==> src/rtl/mips_pkg.sv <==
// mips_pkg: shared definitions for the MIPS-32 pipeline control blocks.
//   state_t        hazard-controller FSM states (RUN, DIV_WAIT)
//   REG_ZERO       architectural register $zero; writes to it never create a hazard
//   DIV_CYCLES_DEF default EX-stage divider latency in cycles
package mips_pkg;

  typedef enum logic {
    RUN      = 1'b0,
    DIV_WAIT = 1'b1
  } state_t;

  localparam logic [4:0] REG_ZERO       = 5'd0;
  localparam int         DIV_CYCLES_DEF = 32;

endpackage

==> src/rtl/pipe_hazard_ctrl_if.sv <==
// pipe_hazard_ctrl_if: bundles the ID/EX stage fields watched by the hazard
// controller together with the pipeline controls it returns.
//   master: pipeline side, drives the stage fields and consumes the controls
//   slave : hazard controller, consumes the stage fields and drives the controls
// Signalling: there is no valid/ready handshake here. Every stage field is
// sampled combinationally each cycle, and every control is valid in the same
// cycle as the hazard. ex_redirect and ex_div_start are single-cycle pulses.
// dbg_state exposes the controller FSM state for checkers.
interface pipe_hazard_ctrl_if #(
  parameter int REG_AW = 5
);
  import mips_pkg::*;

  logic [REG_AW-1:0] id_rs;
  logic [REG_AW-1:0] id_rt;
  logic              id_use_rs;
  logic              id_use_rt;
  logic              ex_memread;
  logic [REG_AW-1:0] ex_rd;
  logic              ex_redirect;
  logic              ex_div_start;

  logic              pc_stall;
  logic              ifid_stall;
  logic              ifid_flush;
  logic              idex_nop;
  logic              div_busy;
  logic [31:0]       stall_cnt;
  state_t            dbg_state;

  modport master (
    output id_rs, id_rt, id_use_rs, id_use_rt, ex_memread, ex_rd,
           ex_redirect, ex_div_start,
    input  pc_stall, ifid_stall, ifid_flush, idex_nop, div_busy,
           stall_cnt, dbg_state
  );

  modport slave (
    input  id_rs, id_rt, id_use_rs, id_use_rt, ex_memread, ex_rd,
           ex_redirect, ex_div_start,
    output pc_stall, ifid_stall, ifid_flush, idex_nop, div_busy,
           stall_cnt, dbg_state
  );

endinterface

==> src/rtl/load_use_detect.sv <==
// load_use_detect: purely combinational load-use comparator. Flags when the
// load currently in EX writes a register that the ID instruction reads.
// Shared with the forwarding unit.
//   memread        EX instruction is a load
//   ex_rd          EX destination register
//   id_rs, id_rt   ID source registers
//   use_rs, use_rt ID instruction really reads rs / rt
//   hit            load-use hazard present
module load_use_detect
  import mips_pkg::*;
#(
  parameter int REG_AW = 5
) (
  input  logic              memread,
  input  logic [REG_AW-1:0] ex_rd,
  input  logic [REG_AW-1:0] id_rs,
  input  logic [REG_AW-1:0] id_rt,
  input  logic              use_rs,
  input  logic              use_rt,
  output logic              hit
);

  logic rd_live;
  logic rs_match;
  logic rt_match;

  // A load into $zero is discarded by the register file, so it cannot feed ID.
  assign rd_live  = (ex_rd != REG_AW'(REG_ZERO));
  assign rs_match = use_rs && (id_rs == ex_rd);
  assign rt_match = use_rt && (id_rt == ex_rd);
  assign hit      = memread && rd_live && (rs_match || rt_match);

endmodule

==> src/rtl/pipe_hazard_ctrl.sv <==
// pipe_hazard_ctrl: pipeline hazard controller for the 5-stage MIPS-32 core.
// Produces PC-hold, IF/ID stall/flush and ID/EX bubble controls for load-use
// stalls, taken branch/jump redirects and multi-cycle divide occupancy.
// Ports:
//   clk  core clock, rising edge
//   rst  asynchronous active-high reset
//   hz   pipe_hazard_ctrl_if.slave: ID/EX fields in, pipeline controls out,
//        plus stall_cnt and dbg_state
// Parameters:
//   DIV_CYCLES  EX-stage divider latency in cycles (>= 2)
//   REG_AW      register-address width
// Configuration macro PIPE_HAZARD_STALL_CNT_EN: when defined, stall_cnt is a
// saturating 32-bit count of cycles with pc_stall=1; otherwise it is tied to 0
// and no counter flops exist.
module pipe_hazard_ctrl
  import mips_pkg::*;
#(
  parameter int DIV_CYCLES = DIV_CYCLES_DEF,
  parameter int REG_AW     = 5
) (
  input  logic              clk,
  input  logic              rst,
  pipe_hazard_ctrl_if.slave hz
);

  localparam int            CW       = $clog2(DIV_CYCLES);
  localparam logic [CW-1:0] CNT_LOAD = CW'(DIV_CYCLES - 1);

  state_t        state_q;
  state_t        state_d;
  logic [CW-1:0] cnt_q;
  logic [CW-1:0] cnt_d;
  logic          lu_hit;
  logic          pc_stall;
  logic          ifid_stall;
  logic          ifid_flush;
  logic          idex_nop;
  logic          div_busy;

  load_use_detect #(.REG_AW(REG_AW)) u_load_use_detect (
    .memread (hz.ex_memread),
    .ex_rd   (hz.ex_rd),
    .id_rs   (hz.id_rs),
    .id_rt   (hz.id_rt),
    .use_rs  (hz.id_use_rs),
    .use_rt  (hz.id_use_rt),
    .hit     (lu_hit)
  );

  always_ff @(posedge clk or posedge rst) begin
    if (rst) begin
      state_q <= RUN;
      cnt_q   <= '0;
    end else begin
      state_q <= state_d;
      cnt_q   <= cnt_d;
    end
  end

  always_comb begin
    state_d    = state_q;
    cnt_d      = cnt_q;
    pc_stall   = 1'b0;
    ifid_stall = 1'b0;
    ifid_flush = 1'b0;
    idex_nop   = 1'b0;
    div_busy   = 1'b0;
    // Outputs are forced low while reset is held; the register reset itself is async.
    if (!rst) begin
      unique case (state_q)
        RUN: begin
          if (hz.ex_redirect) begin
            // The ID instruction is squashed, so a coincident load-use is moot.
            ifid_flush = 1'b1;
            idex_nop   = 1'b1;
          end else if (lu_hit) begin
            pc_stall   = 1'b1;
            ifid_stall = 1'b1;
            idex_nop   = 1'b1;
          end
          if (hz.ex_div_start && !hz.ex_redirect) begin
            state_d = DIV_WAIT;
            cnt_d   = CNT_LOAD;
          end
        end
        DIV_WAIT: begin
          // EX is frozen: redirect/div_start cannot occur and load-use is moot.
          pc_stall   = 1'b1;
          ifid_stall = 1'b1;
          idex_nop   = 1'b1;
          div_busy   = 1'b1;
          if (cnt_q != '0) cnt_d = cnt_q - CW'(1);
          // Leaving on the edge where the counter reaches 0 gives DIV_CYCLES-1 busy cycles.
          if (cnt_q <= CW'(1)) state_d = RUN;
        end
        default: state_d = RUN;
      endcase
    end
  end

  assign hz.pc_stall   = pc_stall;
  assign hz.ifid_stall = ifid_stall;
  assign hz.ifid_flush = ifid_flush;
  assign hz.idex_nop   = idex_nop;
  assign hz.div_busy   = div_busy;
  assign hz.dbg_state  = state_q;

`ifdef PIPE_HAZARD_STALL_CNT_EN
  logic [31:0] stall_cnt_q;

  always_ff @(posedge clk or posedge rst) begin
    if (rst) begin
      stall_cnt_q <= '0;
    end else if (pc_stall && (stall_cnt_q != 32'hFFFF_FFFF)) begin
      stall_cnt_q <= stall_cnt_q + 32'd1;
    end
  end

  assign hz.stall_cnt = stall_cnt_q;
`else
  assign hz.stall_cnt = '0;
`endif

endmodule

==> src/flat_wrapper.sv <==
// flat-port wrapper written by rule: the top's interface ports become plain ports
module pipe_hazard_ctrl_flat import mips_pkg::*;
#(
  parameter int DIV_CYCLES = DIV_CYCLES_DEF,
  parameter int REG_AW     = 5
)
  (clk, rst, hz_id_rs, hz_id_rt, hz_id_use_rs, hz_id_use_rt, hz_ex_memread, hz_ex_rd, hz_ex_redirect, hz_ex_div_start, hz_pc_stall, hz_ifid_stall, hz_ifid_flush, hz_idex_nop, hz_div_busy, hz_stall_cnt, hz_dbg_state);
  pipe_hazard_ctrl_if #(.REG_AW(REG_AW)) hz_i ();
  input  logic clk;
  input  logic rst;
  input wire logic [$bits(hz_i.id_rs)-1:0] hz_id_rs;
  input wire logic [$bits(hz_i.id_rt)-1:0] hz_id_rt;
  input wire logic [$bits(hz_i.id_use_rs)-1:0] hz_id_use_rs;
  input wire logic [$bits(hz_i.id_use_rt)-1:0] hz_id_use_rt;
  input wire logic [$bits(hz_i.ex_memread)-1:0] hz_ex_memread;
  input wire logic [$bits(hz_i.ex_rd)-1:0] hz_ex_rd;
  input wire logic [$bits(hz_i.ex_redirect)-1:0] hz_ex_redirect;
  input wire logic [$bits(hz_i.ex_div_start)-1:0] hz_ex_div_start;
  output wire logic [$bits(hz_i.pc_stall)-1:0] hz_pc_stall;
  output wire logic [$bits(hz_i.ifid_stall)-1:0] hz_ifid_stall;
  output wire logic [$bits(hz_i.ifid_flush)-1:0] hz_ifid_flush;
  output wire logic [$bits(hz_i.idex_nop)-1:0] hz_idex_nop;
  output wire logic [$bits(hz_i.div_busy)-1:0] hz_div_busy;
  output wire logic [$bits(hz_i.stall_cnt)-1:0] hz_stall_cnt;
  output wire logic [$bits(hz_i.dbg_state)-1:0] hz_dbg_state;
  assign hz_i.id_rs = hz_id_rs;
  assign hz_i.id_rt = hz_id_rt;
  assign hz_i.id_use_rs = hz_id_use_rs;
  assign hz_i.id_use_rt = hz_id_use_rt;
  assign hz_i.ex_memread = hz_ex_memread;
  assign hz_i.ex_rd = hz_ex_rd;
  assign hz_i.ex_redirect = hz_ex_redirect;
  assign hz_i.ex_div_start = hz_ex_div_start;
  assign hz_pc_stall = hz_i.pc_stall;
  assign hz_ifid_stall = hz_i.ifid_stall;
  assign hz_ifid_flush = hz_i.ifid_flush;
  assign hz_idex_nop = hz_i.idex_nop;
  assign hz_div_busy = hz_i.div_busy;
  assign hz_stall_cnt = hz_i.stall_cnt;
  assign hz_dbg_state = hz_i.dbg_state;
  pipe_hazard_ctrl #(.DIV_CYCLES(DIV_CYCLES), .REG_AW(REG_AW)) u_core (.clk(clk), .rst(rst), .hz(hz_i));
endmodule
==> config.mk <==
export PLATFORM = sky130hd
export DESIGN_NAME = pipe_hazard_ctrl_flat
export DESIGN_NICKNAME = d
export VERILOG_FILES = /design/src/rtl/mips_pkg.sv /design/src/rtl/pipe_hazard_ctrl_if.sv /design/src/rtl/load_use_detect.sv /design/src/rtl/pipe_hazard_ctrl.sv /design/src/flat_wrapper.sv
export SDC_FILE = /design/constraint.sdc
export NUM_CORES = 1
export LEC_CHECK = 0
export CAP_MARGIN = 25
export CORE_UTILIZATION = 31
export CTS_BUF_LIST = sky130_fd_sc_hd__clkbuf_4
export DETAILED_ROUTE_END_ITERATION = 7
export GPL_TIMING_DRIVEN = 0
export PLACE_DENSITY = 0.82
export SETUP_SLACK_MARGIN = 0.02
export SYNTH_ARGS = -nofsm -noshare
export SYNTH_HDL_FRONTEND = slang
export SYNTH_SLANG_ARGS = --single-unit
export TNS_END_PERCENT = 20
==> constraint.sdc <==
create_clock -name clk -period 1.4 [get_ports clk]
set_input_delay 0.21 -clock clk [delete_from_list [all_inputs] [get_ports clk]]
set_output_delay 0.21 -clock clk [all_outputs]
set_load 0.01 [all_outputs]
Yosys cells after proc, flatten, opt, wreduce, memory -nomap -nowiden
Cells that the tools add are included.

$add $sub $neg: 1. Order comparisons: 1. Eq/ne operators: 4. Muxes and demuxes: 18. Bitwise logic cells: 2. Reduce and logical (&&, ||, !) cells: 10.

Operator list (count): 1-bit 2-to-1 mux (12); 5-bit == test (2); 5-bit 2-to-1 mux (2); 5-bit one-hot mux with 2 select lines (1); 5-bit nonzero test (2); 1-bit one-hot mux with 2 select lines (3); 5-bit by 1-bit <= comparator with 1-bit output (second input constant) (1); 1-bit logical AND (5); 5-bit by 1-bit subtractor with 5-bit output (second input constant) (1); 3-bit AND reduction (1); 2-bit by 1-bit != test with 1-bit output (second input constant) (1); 2-bit != test (second input constant) (1); 1-bit NOT (2); 1-bit logical NOT (1); 1-bit logical OR (1).

Bits in registers: 6. Output and inout port bits: 38.

Logic depth before layout (Yosys ltp)
Gate-level depths: netlist (run 1).

Depth in word-level cells: 8. Mapped depth: 6. Depth with buffers taken out: 6.

By module
A second synthesis (run 1) with hierarchy kept.

Cells, all modules: 98. Area, all modules: 807.0 µm².

Modules (own cells, without submodules): pipe_hazard_ctrl (instances 1, cells each 81, area each 673.1 µm², seq. area each 150.1 µm²); load_use_detect (instances 1, cells each 17, area each 133.9 µm², seq. area each 0.0 µm²).

Worst setup path after synthesis (run 1)
No wires, ideal clock.

Path kind: input port to output port. Start point: input hz_ex_rd[3]. End point: output hz_pc_stall. Arrival: 1385 ps. Required time: 1190 ps. Path slack: -195 ps. Cell stages on the path: 5. Buffers on the path: 1. Path through: xor2_1 nor4_2 a32oi_1 o41ai_2 buf_4.

Longest elaborated chain between the ends: 8. Elaborated cells between the ends (all ways): 12. Those cells by class: 2 x eq/ne; 4 x mux; 6 x reduce/logical.

RTL lines: start, declared (RTL line flat_wrapper.sv:16) `input wire logic [$bits(hz_i.ex_rd)-1:0] hz_ex_rd;`; 5-bit == test, on equally long branches (RTL line load_use_detect.sv:29, load_use_detect.sv:30); 1-bit logical AND, on equally long branches (RTL line load_use_detect.sv:29, load_use_detect.sv:30); 1-bit logical OR (RTL line load_use_detect.sv:31) `assign hit = memread && rd_live && (rs_match || rt_match);`; 1-bit logical AND * (RTL line load_use_detect.sv:31); 1-bit 2-to-1 mux * (2 in series); 1-bit one-hot mux with 2 select lines *; 1-bit 2-to-1 mux *; end, declared (RTL line flat_wrapper.sv:19) `output wire logic [$bits(hz_i.pc_stall)-1:0] hz_pc_stall;`.

Every way passes the cells marked *; elsewhere a longest branch is shown, timed or not.

Worst setup path after layout (run 1)
Start point: input hz_id_rt[2]. End point: output hz_pc_stall.

Longest elaborated chain between the ends: 8.

RTL lines: start, declared (RTL line flat_wrapper.sv:12) `input wire logic [$bits(hz_i.id_rt)-1:0] hz_id_rt;`; 5-bit == test (RTL line load_use_detect.sv:30) `assign rt_match = use_rt && (id_rt == ex_rd);`; 1-bit logical AND (RTL line load_use_detect.sv:30); 1-bit logical OR (RTL line load_use_detect.sv:31); 1-bit logical AND (RTL line load_use_detect.sv:31); 1-bit 2-to-1 mux (RTL line pipe_hazard_ctrl.sv:76) `end else if (lu_hit) begin`; 1-bit 2-to-1 mux (RTL line pipe_hazard_ctrl.sv:72) `if (hz.ex_redirect) begin`; 1-bit one-hot mux with 2 select lines (RTL line pipe_hazard_ctrl.sv:70) `unique case (state_q)`; 1-bit 2-to-1 mux (RTL line pipe_hazard_ctrl.sv:69) `if (!rst) begin`.

No other way between the ends.

==> results.py, run 1 <==
metrics = {
    "outcome": {
        "status": "complete, but fails checks",
        "violations": "negative setup slack",
    },
    "flow_run": {
        "cap_viol_max_count": 0,
    },
    "clock_tree": {
        "cts_inserted_buffers": 3,
        "cts_sinks": 6,
        "htree_levels": 1,
        "insertion_delay_ns": 0.26,
        "clk_pin_slew_ns": 0.05,
        "max-clock-path-buffers": 2,
        "cts-root-buf": "clkbuf_4",
        "cts_tree": "built",
    },
    "power_and_ir_drop": {
        "internal_power_w": 0.0006606,
        "leakagePower_nw": 0.6495,
        "switching_share_pct": 42.84,
        "comb_power_share_pct": 51.9,
        "ir_drop_uv": 683.5,
        "seqPwrFrac_pct": 33.0,
        "power_per_cell_area_mw_per_mm2": 930.2,
        "clock_power_share_pct": 15.1,
        "switchingPower_w": 0.0004951,
    },
    "final_layout": {
        "nNetsFinal": 179,
        "diodes": 0,
        "drive_above_1_share_pct": 44.74,
        "layout_common_cells": "buf_4, conb_1, xor2_1",
        "final_area_mm2": 0.001242,
        "syn_to_final_growth_pct": 58.63,
        "final_common_cell": "buf_4",
    },
    "detailed_routing": {
        "wire_per_inst_um": 10.82,
        "routed_wl_um": 1948,
        "vias": 710,
        "drt_iter0_markers": 9,
        "vias_per_cell": 3.944,
        "drc": 0,
        "antenna_left": 0,
        "dr.pass1.iters": 5,
    },
    "synth": {
        "synth_seq_cells": 6,
        "ys_top_cells_by_area": "buf_4, dfrtp_1, xor2_1, ha_1, o21ai_0",
        "ys_seq_area_share_pct": 19.17,
        "netlist_area_um2": 783.3,
        "synthCells": 90,
        "avgSynthCellArea_um2": 8.703,
        "synth_top_area_share_pct": 31.63,
        "synth.largest_area_cell": "buf_4",
        "synth-edff-count": 0,
        "synth_cell_types": 29,
        "yosys_warnings": 0,
        "synth_ff_type": "dfrtp_1",
        "async_reset_ff_share_pct": 100.0,
    },
    "floorplanning": {
        "start_util_pct": 34.10,
        "die_area_mm2": 0.002732,
        "die_width_um": 52.27,
        "core-area_mm2": 0.002297,
        "fp.dieH_um": 52.27,
        "num_rows": 17,
        "ios": 60,
    },
    "worst_setup_path": {
        "arrival_ns": 1.54,
        "max_stage_delay_ns": 0.31,
        "reg2reg_slack_ns": -0.22,
        "crit_chain": "buf_6, xor2_2, nor4_2, a32oi_2, o41ai_2, buf_4, buf_6",
        "critPathMaxFanout": 2,
        "rr_worst_depth": 6,
        "startpoint": "hz_id_rt[2]",
        "cp_num_buf_inv": 3,
        "cp.depth": 7,
        "rr_endpoint": "u_core.cnt_q[3]$_DFFE_PP0P_",
        "worstSetupStartpointType": "input pin",
        "cp_common_cell": "buf_6",
        "cp_slowest_cell": "nor4_2",
        "path_class": "input pin to output port",
        "regToRegStartpoint": "u_core.cnt_q[0]$_DFFE_PP0P_",
        "cp_top_family": "compound AO/OA/AOI/OAI gates",
        "end_kind": "output port",
        "crit_end": "hz_pc_stall",
        "cp.required_ns": 1.19,
    },
    "placed_design": {
        "gp_congestion": 0.6797,
        "dp_hpwl_um": 1536,
        "portBuffers": 27,
        "dpl_cell_area_mm2": 0.001205,
    },
    "global_route": {
        "grt_pass1_wl_um": 2587,
        "first_global_vias": 572,
        "grt_util_all_layers_pct": 13.46,
        "grt_max_degree": 9,
        "antenna_found_initial": 0,
        "grt.overflow.total": 0,
    },
    "timing": {
        "fin_skew_ns": 0.004317,
        "rsz0062_at_grt": "yes",
        "fmax_mhz": 572.1,
        "min_period_ns": 1.748,
        "setup_viol": 7,
        "fin_ws_ns": -0.3481,
        "final_hold_viol_count": 0,
        "whs_ns": 0.1626,
        "min_period_over_period_pct": 124.9,
        "drv_slew": 0,
    },
    "min_path": {
        "hp-class": "input pin to async pin",
    },
}
[how the worst min path moves through the flow]
stage | end | slack, ns | cells after the start
after CTS | u_core.cnt_q[0]$_DFFE_PP0P_ | 0.15 | 2
after global placement | u_core.cnt_q[4]$_DFFE_PP0P_ | 0.49 | 1
after global routing | u_core.cnt_q[0]$_DFFE_PP0P_ | 0.21 | 2
final | u_core.cnt_q[0]$_DFFE_PP0P_ | 0.16 | 2
after floorplan | u_core.cnt_q[0]$_DFFE_PP0P_ | 0.007 | 1
after detailed placement | u_core.cnt_q[4]$_DFFE_PP0P_ | 0.51 | 1
[power by group through the flow]
stage / sequential [W] / combinational, W / clock, W
finish: 0.000381 / 0.000600 / 0.000175
global route: 0.000391 / 0.000660 / 0.000184
CTS: 0.000371 / 0.000578 / 0.000176
detailed placement: 0.000369 / 0.000606 / 0
global placement: 0.000357 / 0.000582 / 0
floorplan: 0.000350 / 0.000378 / 0
[cells by family (layout without fill, tap and decap cells)]
group / count (synthesis) / in the layout / synth area share [%]
AO/OA/AOI/OAI: 10 / 10 / 8.627
flip-flops: 6 / 6 / 19.17
multiplexers: 1 / 1 / 1.278
XOR/XNOR: 12 / 12 / 13.42
AND/OR/NAND/NOR: 20 / 20 / 18.53
other: 1 / 32 / 0.4788
buffers and inverters: 37 / 68 / 33.71
adder cells (fa/ha/maj): 3 / 3 / 4.793
[flip-flops by register name (all words and copies together) (netlist names)]
register	cells
u_core.cnt_q	5
u_core.hz.dbg_state	1
[metrics by stage]
stage               TNS, ns  power (W)  instances  utilization [%]  setup WS (ns)
floorplan           -0.5154  0.0007281        121                -        -0.1953
finish               -1.497   0.001156        180            54.09        -0.3481
detailed placement   -5.670  0.0009750        176            52.45         -1.257
global route         -2.016   0.001234        180            54.09        -0.4116
global placement     -5.290  0.0009391        176            52.45         -1.171
CTS                  -1.628   0.001125        180            53.16        -0.4499
[layout make-up]
type                            instances  area (µm²)
Fill cell                             208        1055
Multi-Input combinational cell         78       529.3
Buffer                                 33       247.7
Timing Repair Buffer                   28       240.2
Sequential cell                         6       151.4
Tap cell                               28       35.03
Clock buffer                            3       22.52
Inverter                                4       16.27
[cell usage after synthesis (2+ instances only)]
cell,instances
a21oi_1,3
buf_4,33
dfrtp_1,6
ha_1,3
inv_1,3
nand2_1,3
nor2_1,2
nor3_1,3
o21ai_0,4
xnor2_1,2
xor2_1,10
[metal layers]
layer / vias to the layer above / global-route usage [%] / wire [µm]
met3: 4 / 5.507 / 108
met1: 319 / 15.51 / 733
met2: 25 / 22.65 / 1091
met5: - / 0 / 0
met4: 0 / 3.947 / 14
li1: 362 / - / -
[what timing repair did]
item | in CTS | in global routing
setup endpoints to repair | 11 | 9
gates resized for setup | 77 | 5
setup buffers | 1 | 0
hold buffers | 0 | 0
pin swaps | 15 | 1
Note: power is estimated with default switching activity, not from simulation.
==> run 2, diff against run 1 <==
Settings changed: ABC_AREA set to 1, CORE_MARGIN set to 10, CORE_UTILIZATION 31 to 33, PLACE_DENSITY 0.82 to 0.83.
==> run 2 against run 1 <==
  * The run now ends clean
  * Non-clock buffer count is 1 higher
  * Hold slack worse by 0.051 ns
  * Synthesized cell count is 57% higher
  * Critical path depth is 5 lower
  * Cell count increased by 30%
  * Critical path type is now flop to output port
  * Largest cell class unchanged
==> results.py, run 2 <==
metrics = {
    "final_layout": {
        "ff_latch_area_um2": 151.4,
        "layout_common_cells": "nand2_1, buf_4, conb_1",
        "drive_above_1_share_pct": 37.25,
        "syn_to_final_growth_pct": 51.02,
        "regMostFlops": "u_core.cnt_q",
        "fin_cells": 234,
        "final_util_pct": 52.47,
        "largest_reg_flops": 5,
        "nNetsFinal": 231,
        "fill_cells": 259,
        "multi_input_area_um2": 511.7,
        "diodes": 0,
        "final_area_mm2": 0.001300,
    },
    "global_route": {
        "grt.overflow.total": 0,
        "grt_pass1_wl_um": 3753,
        "antenna_found_initial": 0,
        "grtUsageMet3_pct": 4.742,
        "grt_max_degree": 10,
        "grt_util_met2_pct": 15.63,
        "grt-busiest-layer": "met2",
        "first_global_vias": 854,
        "use_met1_pct": 8.614,
        "grt_util_all_layers_pct": 9.134,
    },
    "power_and_ir_drop": {
        "comb_power_share_pct": 56.8,
        "leakagePower_nw": 0.8261,
        "internal_power_w": 0.0006693,
        "ir_drop_uv": 874.2,
        "switching_share_pct": 42.97,
        "seqPwrFrac_pct": 29.3,
        "switchingPower_w": 0.0005044,
        "power_per_cell_area_mw_per_mm2": 902.8,
        "clock_power_share_pct": 14.0,
    },
    "clock_tree": {
        "insertion_delay_ns": 0.25,
        "max-clock-path-buffers": 2,
        "htree_levels": 1,
        "cts_hold_buf": 0,
        "cts_inserted_buffers": 3,
        "cts-root-buf": "clkbuf_4",
        "cts_sinks": 6,
        "clk_pin_slew_ns": 0.04,
        "cts_tree": "built",
    },
    "synth": {
        "synthCells": 141,
        "synth_top_family_by_area": "buffers and inverters",
        "netlist_area_um2": 860.8,
        "ys_seq_area_share_pct": 17.44,
        "synth_top_area_share_pct": 28.78,
        "ys_top_cells_by_area": "buf_4, dfrtp_1, nand2_1, inv_1, nor2_1",
        "yosys.area_share.adder_pct": 4.360,
        "synth_simple_gate_area_share_pct": 31.40,
        "async_reset_ff_share_pct": 100.0,
        "yosys_warnings": 0,
        "synth_ff_type": "dfrtp_1",
        "synthTopCellsByCount": "nand2_1, buf_4, inv_1, nor2_1, o21ai_0",
        "synth-edff-count": 0,
        "yosysMostFrequentCell": "nand2_1",
        "avgSynthCellArea_um2": 6.105,
        "synthXorXnorAreaFrac_pct": 1.017,
        "synth_cell_types": 21,
        "muxShareOfSynthArea_pct": 0,
        "synth_seq_cells": 6,
        "synth.largest_area_cell": "buf_4",
        "synth_compound_area_share_pct": 6.541,
    },
    "worst_setup_path": {
        "cp.required_ns": 1.19,
        "worstSetupStartpointType": "flop",
        "end_kind": "output port",
        "path_class": "flop to output port",
        "critPathMaxFanout": 6,
        "arrival_ns": 1.12,
    },
    "placed_design": {
        "portBuffers": 27,
        "dp_hpwl_um": 1990,
        "place_inst": 229,
        "gp_congestion": 0.9069,
        "dpl_cell_area_mm2": 0.001285,
    },
    "timing": {
        "min_period_over_period_pct": 95.21,
        "rsz0062_at_grt": "yes",
        "fmax_mhz": 750.3,
        "fin_skew_ns": 0.001506,
        "min_period_ns": 1.333,
        "drv_slew": 0,
        "setup_viol": 0,
        "final_hold_viol_count": 0,
    },
    "detailed_routing": {
        "wire_per_inst_um": 9.607,
        "vias": 874,
        "drt_iter0_markers": 21,
        "routed_wl_um": 2248,
        "drc": 0,
        "antenna_left": 0,
        "vias_per_cell": 3.735,
        "dr.pass1.iters": 4,
    },
    "floorplanning": {
        "num_rows": 18,
        "ios": 60,
        "fp.dieH_um": 71.08,
        "core-area_mm2": 0.002477,
        "start_util_pct": 34.75,
        "die_area_mm2": 0.005052,
        "die_width_um": 71.08,
    },
    "outcome": {
        "status": "finished, final reports clean",
    },
    "min_path": {
        "hp-class": "input pin to async pin",
    },
    "flow_run": {
        "cap_viol_max_count": 0,
    },
}
-- run 2: cell count changes in the layout (fill, tap and decap cells not counted), sizes merged, moves of 4 or more --
cell | before | now
clkbuf | 3 | 9
clkdlybuf4s50 | 5 | 1
dlygate4sd2 | 6 | 2
inv | 3 | 23
nand2 | 3 | 40
nand3 | 1 | 6
nor2 | 2 | 13
o21ai | 4 | 8
xor2 | 10 | 1
-- run 2: cells by family after synthesis --
group	after synthesis
and+or+nand+nor	63
buffers and inverters	56
AOI/OAI and AO/OA	11
DFF	6
adders and majority gates	3
xor gates and xnor gates	1
other	1
-- run 2: critical path: stages, from the launching register on --
cell and delay, ns:
dfrtp_2 0.44, buf_4 0.15, dlygate4sd2_1 0.28
-- run 2: path summary, 6_finish.rpt --
kind / startpoint / to / slack (ns) / depth (start not counted)
setup / recovery: u_core.hz.dbg_state$_DFFE_PP0N_ / hz_dbg_state / 0.07 / 2
hold / removal: rst / u_core.cnt_q[0]$_DFFE_PP0P_ / 0.11 / 3
setup reg to reg: u_core.cnt_q[0]$_DFFE_PP0P_ / u_core.cnt_q[4]$_DFFE_PP0P_ / 0.12 / 6
hold reg to reg: u_core.cnt_q[2]$_DFFE_PP0P_ / u_core.cnt_q[2]$_DFFE_PP0P_ / 0.52 / 2
max in group asynchronous: rst / u_core.hz.dbg_state$_DFFE_PP0N_ / 1.17 / 3
min in group clk: hz_ex_redirect / u_core.hz.dbg_state$_DFFE_PP0N_ / 0.35 / 4
-- run 2: routing by layer --
layer | part of all wire [%] | wire [µm]
met5 | 0 | 0
met4 | 2.0 | 46
met3 | 9.1 | 205
met2 | 49 | 1108
met1 | 39 | 887
-- run 2: metrics by stage --
stage	hold WS (ns)	worst slack (ns)	total power [W]	TNS, ns
after global placement	0.4919	-0.8503	0.0009882	-3.435
after CTS	0.1222	-0.03346	0.001143	-0.03346
after global routing	0.1215	-0.01540	0.001318	-0.02273
after detailed placement	0.5171	-0.8802	0.001003	-3.697
final	0.1114	0.06712	0.001174	0
after floorplan	-0.009932	0.1622	0.0007647	0
-- run 2: repair_timing --
item,CTS,global route
setup buffers,1,1
endpoints found under the setup margin,6,6
resized for setup,71,33
pin swaps,20,20
-- run 2: area by class of cell --
type	instances	area share (%)
Timing Repair Buffer	29	18.48
Tap cell	30	2.887
Buffer	33	19.06
Multi-Input combinational cell	110	39.36
Inverter	23	6.833
Sequential cell	6	11.65
Clock buffer	3	1.732
-- run 2: power by group through the flow --
stage | registers, W | logic, W | clock network, W
global route | 0.000360 | 0.000776 | 0.000183
detailed placement | 0.000342 | 0.000661 | 0
global placement | 0.000337 | 0.000651 | 0
floorplan | 0.000326 | 0.000439 | 0
CTS | 0.000340 | 0.000632 | 0.000171
finish | 0.000344 | 0.000666 | 0.000164
